<file path="src/rtl/branch_sequencer.sv">
// Multi-cycle control sequencer for conditional branches on the single-bus datapath:
// fetch, drive the condition flip-flop, then conditionally load PC with PC + offset.
// state | meaning
// IDLE  | waiting for start          T0-T2 | fetch (T1W waits on mem_ready)
// T3    | opcode check, CON strobe   T4-T6 | capture condition, PC + offset
// DONE  | done pulse, illegal on abort
module branch_sequencer #(
    parameter logic [4:0]  BR_OPCODE   = 5'b10010,
    parameter int unsigned MEM_TIMEOUT = 15,
    parameter int unsigned TW          = 4
) (
    input  logic        clk,
    input  logic        clr,
    input  logic        start,
    input  logic [31:0] ir,
    input  logic        mem_ready,
    input  logic        con_q,
    output logic        busy,
    output logic        done,
    output logic        illegal,
    output logic        taken,
    output logic [1:0]  cond_sel,
    output logic        PCout,
    output logic        MARin,
    output logic        IncPC,
    output logic        Zin,
    output logic        Zlowout,
    output logic        PCin,
    output logic        Read,
    output logic        MDRin,
    output logic        MDRout,
    output logic        IRin,
    output logic        Gra,
    output logic        Rout,
    output logic        CONin,
    output logic        Yin,
    output logic        Cout,
    output logic        ADD
);

    typedef enum logic [3:0] {
        S_IDLE, S_T0, S_T1, S_T1W, S_T2, S_T3, S_T4, S_T5, S_T6, S_DONE
    } state_t;

    localparam logic [TW-1:0] WAIT_MAX = TW'(MEM_TIMEOUT);

    state_t        state_q, state_d;
    logic          taken_q, taken_d;
    logic          err_q, err_d;
    logic [TW-1:0] wait_q, wait_d;
    logic          op_ok;
    logic          ir_unused;

    assign op_ok = (ir[31:27] == BR_OPCODE);
    // Only the opcode and condition-select fields matter to the sequencer.
    assign ir_unused = ^{ir[26:21], ir[18:0]};

    always_comb begin
        state_d = state_q;
        taken_d = taken_q;
        err_d   = err_q;
        wait_d  = wait_q;
        case (state_q)
            S_IDLE: begin
                if (start) begin
                    state_d = S_T0;
                    taken_d = 1'b0;
                    err_d   = 1'b0;
                    wait_d  = '0;
                end
            end
            S_T0: state_d = S_T1;
            S_T1: state_d = S_T1W;
            S_T1W: begin
                if (mem_ready) begin
                    state_d = S_T2;
                end else if (wait_q == WAIT_MAX) begin
                    err_d   = 1'b1;
                    state_d = S_DONE;
                end else begin
                    wait_d = wait_q + 1'b1;
                end
            end
            S_T2: state_d = S_T3;
            S_T3: begin
                if (op_ok) begin
                    state_d = S_T4;
                end else begin
                    err_d   = 1'b1;
                    state_d = S_DONE;
                end
            end
            S_T4: begin
                taken_d = con_q;
                state_d = S_T5;
            end
            S_T5:    state_d = S_T6;
            S_T6:    state_d = S_DONE;
            S_DONE:  state_d = S_IDLE;
            default: state_d = S_IDLE;
        endcase
    end

    always_ff @(posedge clk or negedge clr) begin
        if (!clr) begin
            state_q <= S_IDLE;
            taken_q <= 1'b0;
            err_q   <= 1'b0;
            wait_q  <= '0;
        end else begin
            state_q <= state_d;
            taken_q <= taken_d;
            err_q   <= err_d;
            wait_q  <= wait_d;
        end
    end

    always_comb begin
        busy     = (state_q != S_IDLE);
        done     = 1'b0;
        illegal  = 1'b0;
        taken    = taken_q;
        cond_sel = 2'b00;
        PCout    = 1'b0;
        MARin    = 1'b0;
        IncPC    = 1'b0;
        Zin      = 1'b0;
        Zlowout  = 1'b0;
        PCin     = 1'b0;
        Read     = 1'b0;
        MDRin    = 1'b0;
        MDRout   = 1'b0;
        IRin     = 1'b0;
        Gra      = 1'b0;
        Rout     = 1'b0;
        CONin    = 1'b0;
        Yin      = 1'b0;
        Cout     = 1'b0;
        ADD      = 1'b0;
        case (state_q)
            S_T0: begin
                PCout = 1'b1;
                MARin = 1'b1;
                IncPC = 1'b1;
                Zin   = 1'b1;
            end
            S_T1: begin
                Zlowout = 1'b1;
                PCin    = 1'b1;
                Read    = 1'b1;
            end
            S_T1W: begin
                Read  = 1'b1;
                MDRin = 1'b1;
            end
            S_T2: begin
                MDRout = 1'b1;
                IRin   = 1'b1;
            end
            S_T3: begin
                cond_sel = ir[20:19];
                Gra      = op_ok;
                Rout     = op_ok;
                CONin    = op_ok;
            end
            S_T4: begin
                PCout = 1'b1;
                Yin   = 1'b1;
            end
            S_T5: begin
                Cout = 1'b1;
                ADD  = 1'b1;
                Zin  = 1'b1;
            end
            S_T6: begin
                Zlowout = 1'b1;
                PCin    = taken_q;
            end
            S_DONE: begin
                done    = 1'b1;
                illegal = err_q;
            end
            default: ;
        endcase
    end

endmodule

</file>
<file path="config.mk">
export PLATFORM = sky130hd
export DESIGN_NAME = branch_sequencer
export DESIGN_NICKNAME = d
export VERILOG_FILES = /design/src/rtl/branch_sequencer.sv
export SDC_FILE = /design/constraint.sdc
export NUM_CORES = 1
export LEC_CHECK = 0
export BUFFER_PORTS_ARGS = -buffer_cell sky130_fd_sc_hd__buf_2
export CAP_MARGIN = 25
export CORE_MARGIN = 1.5
export CORE_UTILIZATION = 34
export CTS_CLUSTER_DIAMETER = 50
export DETAILED_ROUTE_END_ITERATION = 10
export PLACE_DENSITY = 0.8
export SLEW_MARGIN = 20
export SYNTH_ARGS = -nofsm -noshare
export SYNTH_HDL_FRONTEND = slang
export SYNTH_SLANG_ARGS = --single-unit
</file>
<file path="constraint.sdc">
create_clock -name clk -period 1.5 [get_ports clk]
set_input_delay 0.3 -clock clk [delete_from_list [all_inputs] [get_ports clk]]
set_output_delay 0.3 -clock clk [all_outputs]
set_load 0.005 [all_outputs]
</file>
==> results of run 1 <==
[worst max-delay path: stages (launching register included)]
cell,delay (ps)
dfrtp_1,430
buf_6,140
and2b_1,210
nor2b_4,160
and2_1,130
buf_2,110
[registers in the layout, indices dropped and copies added (netlist names)]
name / count
state_q: 4
wait_q: 4
err_q: 1
taken: 1
[through the flow]
stage	setup slack, ps	instances	instance area [um2]
5_1_grt	-280	174	1380
4_1_cts	-180	167	1220
3_5_place_dp	-101	154	1010
6_report	-255	174	1380
3_3_place_gp	-75.9	154	1010
2_1_floorplan	-73.4	87	753
[final timing paths]
check,from,to,slack [ps]
worst max-delay path,state_q[2],illegal,-250
worst min-delay path,con_q,taken,250
worst max register to register,state_q[2],wait_q[3],-190
worst min register to register,err_q,err_q,510
max in group asynchronous,clr,state_q[1],860
min in group asynchronous,clr,state_q[2],430
[power breakdown]
| part | switching, mW | internal [mW] | leakage, nW |
|---|---|---|---|
| clock | 0.0923 | 0.0925 | 0.0138 |
| combinational | 0.957 | 1.14 | 0.577 |
| sequential | 0.100 | 0.373 | 0.130 |
| total | 1.15 | 1.61 | 0.720 |
[what timing repair did]
action,CTS,global route
endpoints found under the hold margin,10,0
pin swaps,6,7
resized for setup,26,25
setup buffers,9,7
setup endpoints to repair,23,26
hold buffers,1,0
cloned,0,0
[synth_stat cells, types with 2 or more instances]
library cell	number	area share (%)
buf_4	5	5.1
o21ai_0	6	4.0
and3_2	2	2.0
nand2_1	9	4.5
nand2b_1	4	3.4
dfrtp_1	10	34
and2_1	3	2.5
nand3b_1	2	2.0
nand3_1	2	1.3
nor3_1	3	2.0
clkbuf_1	3	1.5
a22o_2	2	2.7
a21oi_1	2	1.3
mux2i_1	2	2.7
nor2_1	7	3.5
inv_1	3	1.5
or3_1	2	1.7
[per-layer routing]
layer	share of wire [%]	track usage (%)
met5	0	0
met1	36	24.7
met3	5.6	5.76
met4	4.9	10.2
met2	53	41.3
[area by class of cell]
cell class | instances | area [um2]
flip-flops and latches | 10 | 253
fillers | 142 | 624
repair buffers | 67 | 492
well taps | 27 | 33.8
multi-input cells | 64 | 563
inverters | 3 | 13.8
clock buffers | 3 | 22.5
[kinds of logic after synthesis]
logic type,after synthesis,synth area share [%]
adders and majority gates,1,1.68
muxes,3,4.71
AOI/OAI and AO/OA,19,17.0
buffers and inverters,13,10.3
and+or+nand+nor,40,31.5
xor gates and xnor gates,1,1.18
DFF,10,33.7
==> metrics.cfg, run 1 <==
[outcome]
outcome = finished, violations left
violations = negative setup slack

[global_routing]
grt_usage_pct = 22.8
grt_first_pass_wirelength_mm = 4.16
grt_pass1_vias = 895
antenna_found_initial = 0
overflow = 0
grt_start_max_net_pins = 11

[final_layout]
final_common_cell = buf_2
fin_util_pct = 68.8
drive_above_1_share_pct = 68.7
area_growth_pct = 85.4
fin_nets = 187
num_antenna_cells = 0
final_cell_mix = buf_2, buf_4, buf_6

[sta]
post-route-min-period_ps = 1750
drv_slew = 0
worst_pin_slew_ps = 351
slew_headroom_pct = 76.4
setup_violations = 26
max_freq_ghz = 0.570
hold_viol = 0
fin_crit_sh_pct = 117
setup_ws_ps = -255
finalClockSkew_ps = 12.2
hold_ws_ps = 254
fin_tns_setup_ps = -4390
rsz0062_at_grt = yes

[critical_path]
cp.arrival_ps = 1450
start_kind = register
path_class = register to primary output
cp_data_required_time_ps = 1200
cp_max_fo = 3
r2r_cells = 6
crit_path_end_kind = primary output

[synth]
yosys_warnings = 0
synth.distinct_cells = 37
synth_edf_count = 0
ys_ff_latch = 10
syn-instance-count = 87
mappedNetlistNets = 125
syn_avg_cell_area_um2 = 8.54
synth_ff_type = dfrtp_1
yosysSeqAreaShare_pct = 33.7
async_flop_share_pct = 100
syn_area_um2 = 743

[power]
power_density_mw_per_mm2 = 2000
p_total_mw = 2.76
ir_drop_mv = 1.03
p_leak_nw = 0.720

[clocking]
clkTransAtPathRegs_ps = 70
h-tree-depth = 1
clock_path_buffers = 2
clkSinkCount = 10
clk_latency_ps = 270
cts-root-buf = clkbuf_4
cts_buffers = 3
cts_tree = built

[drt]
drtPass1Iterations = 4
wl_mm = 3.13
drc = 0
drt_iter0_drc = 37
antenna_left = 0
vias_per_cell = 5.32
vias = 925
drt-wirelength-per-cell_um = 18.0

[placed_design]
place_congestion = 0.843
portBuffers = 33
hpwl_mm = 1.56

[floorplan]
die_w_um = 49.8
core_area_mm2 = 0.00200
start_util_pct = 37.1
die_y_um = 49.8
core.rowCount = 16
io_pins = 59
die-area_mm2 = 0.00248

[worst_hold_path]
holdPathStages = 3
hp-class = input pin to register

[flow_run]
max_cap_violations = 0

No activity file was read; power rests on OpenSTA's default activity.
==> run 2, diff against run 1 <==
--- a/config.mk
+++ b/config.mk
@@ -11,6 +11,7 @@
 export CORE_UTILIZATION = 34
 export CTS_CLUSTER_DIAMETER = 50
 export DETAILED_ROUTE_END_ITERATION = 10
+export MAX_ROUTING_LAYER = met4
 export PLACE_DENSITY = 0.8
 export SLEW_MARGIN = 20
 export SYNTH_ARGS = -nofsm -noshare
==> metrics.cfg, run 2 (synthesis gave the netlist of run 1 again) <==
[outcome]
outcome = finished, violations left
violations = negative setup slack

[sta]
drv_slew = 0  ; unchanged
slew_headroom_pct = 76.9  ; +0.47 points
finalClockSkew_ps = 13.2  ; +1.05 ps
rsz0062_at_grt = yes
fin_tns_setup_ps = -4330  ; +56.6 ps
worst_pin_slew_ps = 344  ; -6.96 ps
post-route-min-period_ps = 1750  ; -6.42 ps
max_freq_ghz = 0.572  ; +0.37%
hold_viol = 0  ; unchanged
setup_ws_ps = -248  ; +6.42 ps
setup_violations = 26  ; unchanged
fin_crit_sh_pct = 117  ; -0.43 points

[placed_design]
placed_cells_incl_taps = 154  ; unchanged
portBuffers = 33  ; unchanged
place_congestion = 0.857  ; +1.6%
hpwl_mm = 1.56  ; unchanged

[critical_path]
timing.rr.start = state_q[2]
cp_max_fo = 8  ; +5
r2r_cells = 6  ; unchanged
crit_path_end_kind = primary output
start_kind = register
cp_slowest_cell = dfrtp_1
cp.buffers_inverters = 1  ; -1
max_stage_delay_ps = 420  ; about the same
path_cells = or2b_4 -> nor2_4 -> and2_4 -> buf_6
crit_start = state_q[2]
r2r_slack_ps = -200  ; about the same
r2r_end = wait_q[3]
path_class = register to primary output
path_delay_family = simple AND/OR/NAND/NOR gates
cp.arrival_ps = 1450  ; about the same
cp_data_required_time_ps = 1200  ; about the same
cp.depth = 4  ; -1

[power]
internal_power_mw = 1.61  ; about the same
p_sw_share_pct = 41.9  ; +0.17 points
power_density_mw_per_mm2 = 2010  ; +0.31%
p_comb_share_pct = 76.2  ; about the same
p_total_mw = 2.77  ; +0.31%
ir_drop_mv = 1.03  ; +0.56%
p_seq_share_pct = 17.2  ; about the same
switching_power_mw = 1.16  ; +0.72%
pwr-share-clk_pct = 6.7  ; about the same
p_leak_nw = 0.720  ; unchanged

[floorplan]
io_pins = 59  ; unchanged
core.rowCount = 16  ; unchanged
core_area_mm2 = 0.00200  ; unchanged
die_w_um = 49.8  ; unchanged
start_util_pct = 37.1  ; unchanged
die-area_mm2 = 0.00248  ; unchanged
die_y_um = 49.8  ; unchanged

[drt]
vias_per_cell = 5.31  ; -0.11%
wl_mm = 3.15  ; +0.93%
drc = 0  ; unchanged
drtPass1Iterations = 6  ; +2
antenna_left = 0  ; unchanged
drt-wirelength-per-cell_um = 18.1  ; +0.93%
vias = 924  ; -0.11%
drt_iter0_drc = 34  ; -8.1%

[flow_run]
max_cap_violations = 0  ; unchanged

[final_layout]
area_growth_pct = 85.4  ; unchanged
largest_registers = state_q: 4 flops, wait_q: 4 flops
final_cell_mix = buf_2, buf_4, buf_6
fin_util_pct = 68.8  ; unchanged
final_common_cell = buf_2
fin_nets = 187  ; unchanged
drive_above_1_share_pct = 68.7  ; unchanged
multiInputGateArea_um2 = 563  ; unchanged
layout.cells.non_filler = 174  ; unchanged
num_antenna_cells = 0  ; unchanged
fillCellCount = 142  ; unchanged
layout.area.seq_um2 = 253  ; unchanged

[global_routing]
grt_start_max_net_pins = 11  ; unchanged
overflow = 0  ; unchanged
grt_pass1_vias = 895  ; unchanged
grt_usage_pct = 23.5  ; +0.63 points
antenna_found_initial = 0  ; unchanged
grt_first_pass_wirelength_mm = 4.16  ; unchanged

[clocking]
clock_path_buffers = 2  ; unchanged
clkTransAtPathRegs_ps = 70  ; about the same
h-tree-depth = 1  ; unchanged
clkSinkCount = 10  ; unchanged
cts-root-buf = clkbuf_4
cts_buffers = 3  ; unchanged
clk_latency_ps = 270  ; about the same
cts_tree = built

[worst_hold_path]
whs_endpoint = taken
hp-class = input pin to register
holdPathStages = 3  ; unchanged
min_from = con_q

-- run 2: cell counts in the layout (fill, tap and decap cells not counted) --
No cell type changed its count.
-- run 2: what timing repair did --
action | CTS | global route
buffers inserted | 9 | 7
pin swaps | 6 | 7
hold buffers | 1 | 0
endpoints found under the hold margin | 10 | 0
endpoints found under the setup margin | 23 | 26
resized for setup | 26 | 25
-- run 2: routing by layer --
layer	part of all wire, %	GRT usage (%)
met5	0	-
met4	4.2	10.2
met3	4.4	5.76
met2	54	41.3
met1	38	24.7
-- run 2: layout make-up --
cell class | count | share of cell area [%]
multi-input cells | 64 | 40.9
well taps | 27 | 2.45
repair buffers | 67 | 35.7
inverters | 3 | 0.999
flip-flops and latches | 10 | 18.3
clock buffers | 3 | 1.63
-- run 2: metrics by stage --
step	setup WS, ps	cell area [um2]	hold slack (ps)
floorplan	-73.4	753	4.41
global placement	-75.9	1010	172
detailed placement	-101	1010	170
CTS	-180	1220	250
global route	-286	1380	248
finish	-248	1380	254
-- run 2: power by group through the flow --
stage | Sequential (mW) | Clock, mW | Combinational, mW
floorplan | 0.423 | 0 | 0.747
global route | 0.478 | 0.208 | 2.22
CTS | 0.456 | 0.185 | 1.62
global placement | 0.457 | 0 | 1.16
detailed placement | 0.466 | 0 | 1.19
finish | 0.475 | 0.184 | 2.11
-- run 2: worst reg2reg max path, cell delays in order, from the launching register on --
cell,delay (ps)
dfrtp_1,430
buf_4,170
and4bb_4,340
nor3b_4,240
buf_4,150
nand4_1,100
mux2i_1,140
-- run 2: worst max-delay path by stage --
| stage | end | slack (ps) |
|---|---|---|
| 4_1_cts | MDRin | -180 |
| 6_report | cond_sel[0] | -250 |
| 3_3_place_gp | wait_q[0] | -80 |
| 2_1_floorplan | wait_q[0] | -70 |
| 3_5_place_dp | wait_q[3] | -100 |
| 5_1_grt | cond_sel[0] | -290 |
==> run 3, diff against run 2 <==
==> constraint.sdc (replaced) <==
create_clock -name clk -period 1.5 [get_ports clk]
set_input_delay 0 -clock clk [delete_from_list [all_inputs] [get_ports clk]]
set_output_delay 0 -clock clk [all_outputs]
set_load 0.005 [all_outputs]
==> metrics.cfg, run 3 (synthesis gave the netlist of run 1 again) <==
[outcome]
outcome = finished clean

[critical_path]
start_kind = register
cp.arrival_ps = 1490  ; +40 ps
cp_max_fo = 9  ; +1
cp.buffers_inverters = 2  ; +1
cp_slowest_cell = dfrtp_1
crit_path_end_kind = primary output
max_stage_delay_ps = 350  ; -70 ps
path_delay_family = simple AND/OR/NAND/NOR gates
path_class = register to primary output
path_cells = buf_4 -> or2b_4 -> nor2_4 -> and2_1 -> buf_2
cp_data_required_time_ps = 1500  ; +300 ps

[drt]
wl_mm = 2.31  ; -27%
vias_per_cell = 5.34  ; +0.51%
vias = 854  ; -7.6%
drc = 0  ; unchanged
antenna_left = 0  ; unchanged
drtPass1Iterations = 5  ; -1
drt_iter0_drc = 34  ; unchanged
drt-wirelength-per-cell_um = 14.4  ; -20%

[final_layout]
fillCellCount = 172  ; +21%
largest_registers = state_q: 4 flops, wait_q: 4 flops
drive_above_1_share_pct = 55.6  ; -13 points
fin_nets = 173  ; -7.5%
final_cell_mix = buf_2, buf_4, nand2_1, dfrtp_1
layout.cells.non_filler = 160  ; -8.0%
fin_util_pct = 56.4  ; -12 points
num_antenna_cells = 0  ; unchanged
final_area_mm2 = 0.00113  ; -18%
final_common_cell = buf_2
area_growth_pct = 52.0

[power]
p_leak_nw = 0.592  ; -18%
power_density_mw_per_mm2 = 1830  ; -8.7%
ir_drop_mv = 0.885  ; -14%
p_total_mw = 2.07  ; -25%

[placed_design]
portBuffers = 33  ; unchanged
place_ws_ps = -96.8  ; +4.20 ps
placed_area_um2 = 975  ; -3.9%
place_congestion = 0.875  ; +2.2%
placed_cells_incl_taps = 150  ; -2.6%
hpwl_mm = 1.50  ; -3.8%

[sta]
slew_headroom_pct = 71.4  ; -5.5 points
max_freq_ghz = 0.669  ; +17%
hold_ws_ps = 37.0  ; -217 ps
hold_viol = 0  ; unchanged
worst_pin_slew_ps = 423  ; +79.5 ps
setup_violations = 0  ; -100%
finalClockSkew_ps = 6.13  ; -7.10 ps
rsz0062_at_grt = yes
post-route-min-period_ps = 1490  ; -254 ps
drv_slew = 0  ; unchanged
fin_crit_sh_pct = 99.6  ; -17 points
setup_ws_ps = 6.01  ; +254 ps
fin_tns_setup_ps = 0  ; +4330 ps

[global_routing]
grt_start_max_net_pins = 11  ; unchanged
overflow = 0  ; unchanged
grt_usage_pct = 17.8  ; -5.7 points
grt_first_pass_wirelength_mm = 3.29  ; -21%
antenna_found_initial = 0  ; unchanged
grt_pass1_vias = 759  ; -15%

[clocking]
cts-root-buf = clkbuf_4
cts_tree = built
clkTransAtPathRegs_ps = 60  ; about the same
cts_buffers = 3  ; unchanged
h-tree-depth = 1  ; unchanged
clkSinkCount = 10  ; unchanged
clock_path_buffers = 2  ; unchanged
clk_latency_ps = 270  ; about the same

[worst_hold_path]
hp-class = input pin to register

[floorplan]
die-area_mm2 = 0.00248  ; unchanged
core_area_mm2 = 0.00200  ; unchanged
start_util_pct = 37.1  ; unchanged
die_y_um = 49.8  ; unchanged
core.rowCount = 16  ; unchanged
die_w_um = 49.8  ; unchanged
io_pins = 59  ; unchanged

[flow_run]
max_cap_violations = 0  ; unchanged

run 3: cell types whose count changed in the layout (fill, tap and decap cells not counted), sizes merged:
cell / delta
dlygate4sd3: +1
buf: -15
run 3: area by class of cell:
type	instances	area (um2)	area share (%)
clock buffer	3	22.5	1.99
inverter	3	11.3	0.997
tap	27	33.8	2.99
sequential	10	251	22.3
multi-input combinational	64	485	43.0
timing repair buffer	53	325	28.8
run 3: metal layers:
layer  vias to the layer above  track usage (%)  share of wire, %  wire length, um
met4                         0             2.78               1.9               43
li1                        396                -                 -                -
met1                       403             21.2                41              940
met3                         8             5.76               7.5              173
met5                         -                -                 0                0
met2                        47             29.8                50             1150
run 3: worst register-to-register path: cells and delay by family, from the launching register on:
kind	cells	cell delay, ps
flip-flops	1	390
multiplexers	2	380
AND/OR/NAND/NOR	2	420
adder cells (fa/ha/maj)	1	190
run 3: final timing paths:
kind / start / endpoint / slack, ps / cells after the start
max in group asynchronous: clr / state_q[0] / 1170 / 2
max reg2reg: wait_q[0] / wait_q[0] / 6 / 5
min reg2reg: err_q / err_q / 490 / 2
min in group asynchronous: clr / state_q[3] / 120 / 2
min: mem_ready / state_q[2] / 40 / 2
max: state_q[2] / cond_sel[1] / 6 / 5
run 3: where the power goes:
part,internal [mW],switching [mW]
registers,0.372,0.0909
clock network,0.0927,0.0892
logic,0.731,0.695
total,1.20,0.875
run 3: timing repair:
item | CTS | global route
setup endpoints to repair | 11 | 17
pin swaps | 2 | 9
setup buffers | 1 | 3
endpoints found under the hold margin | 11 | 0
cloned | 0 | 1
gates resized for setup | 8 | 14
hold buffers | 2 | 0
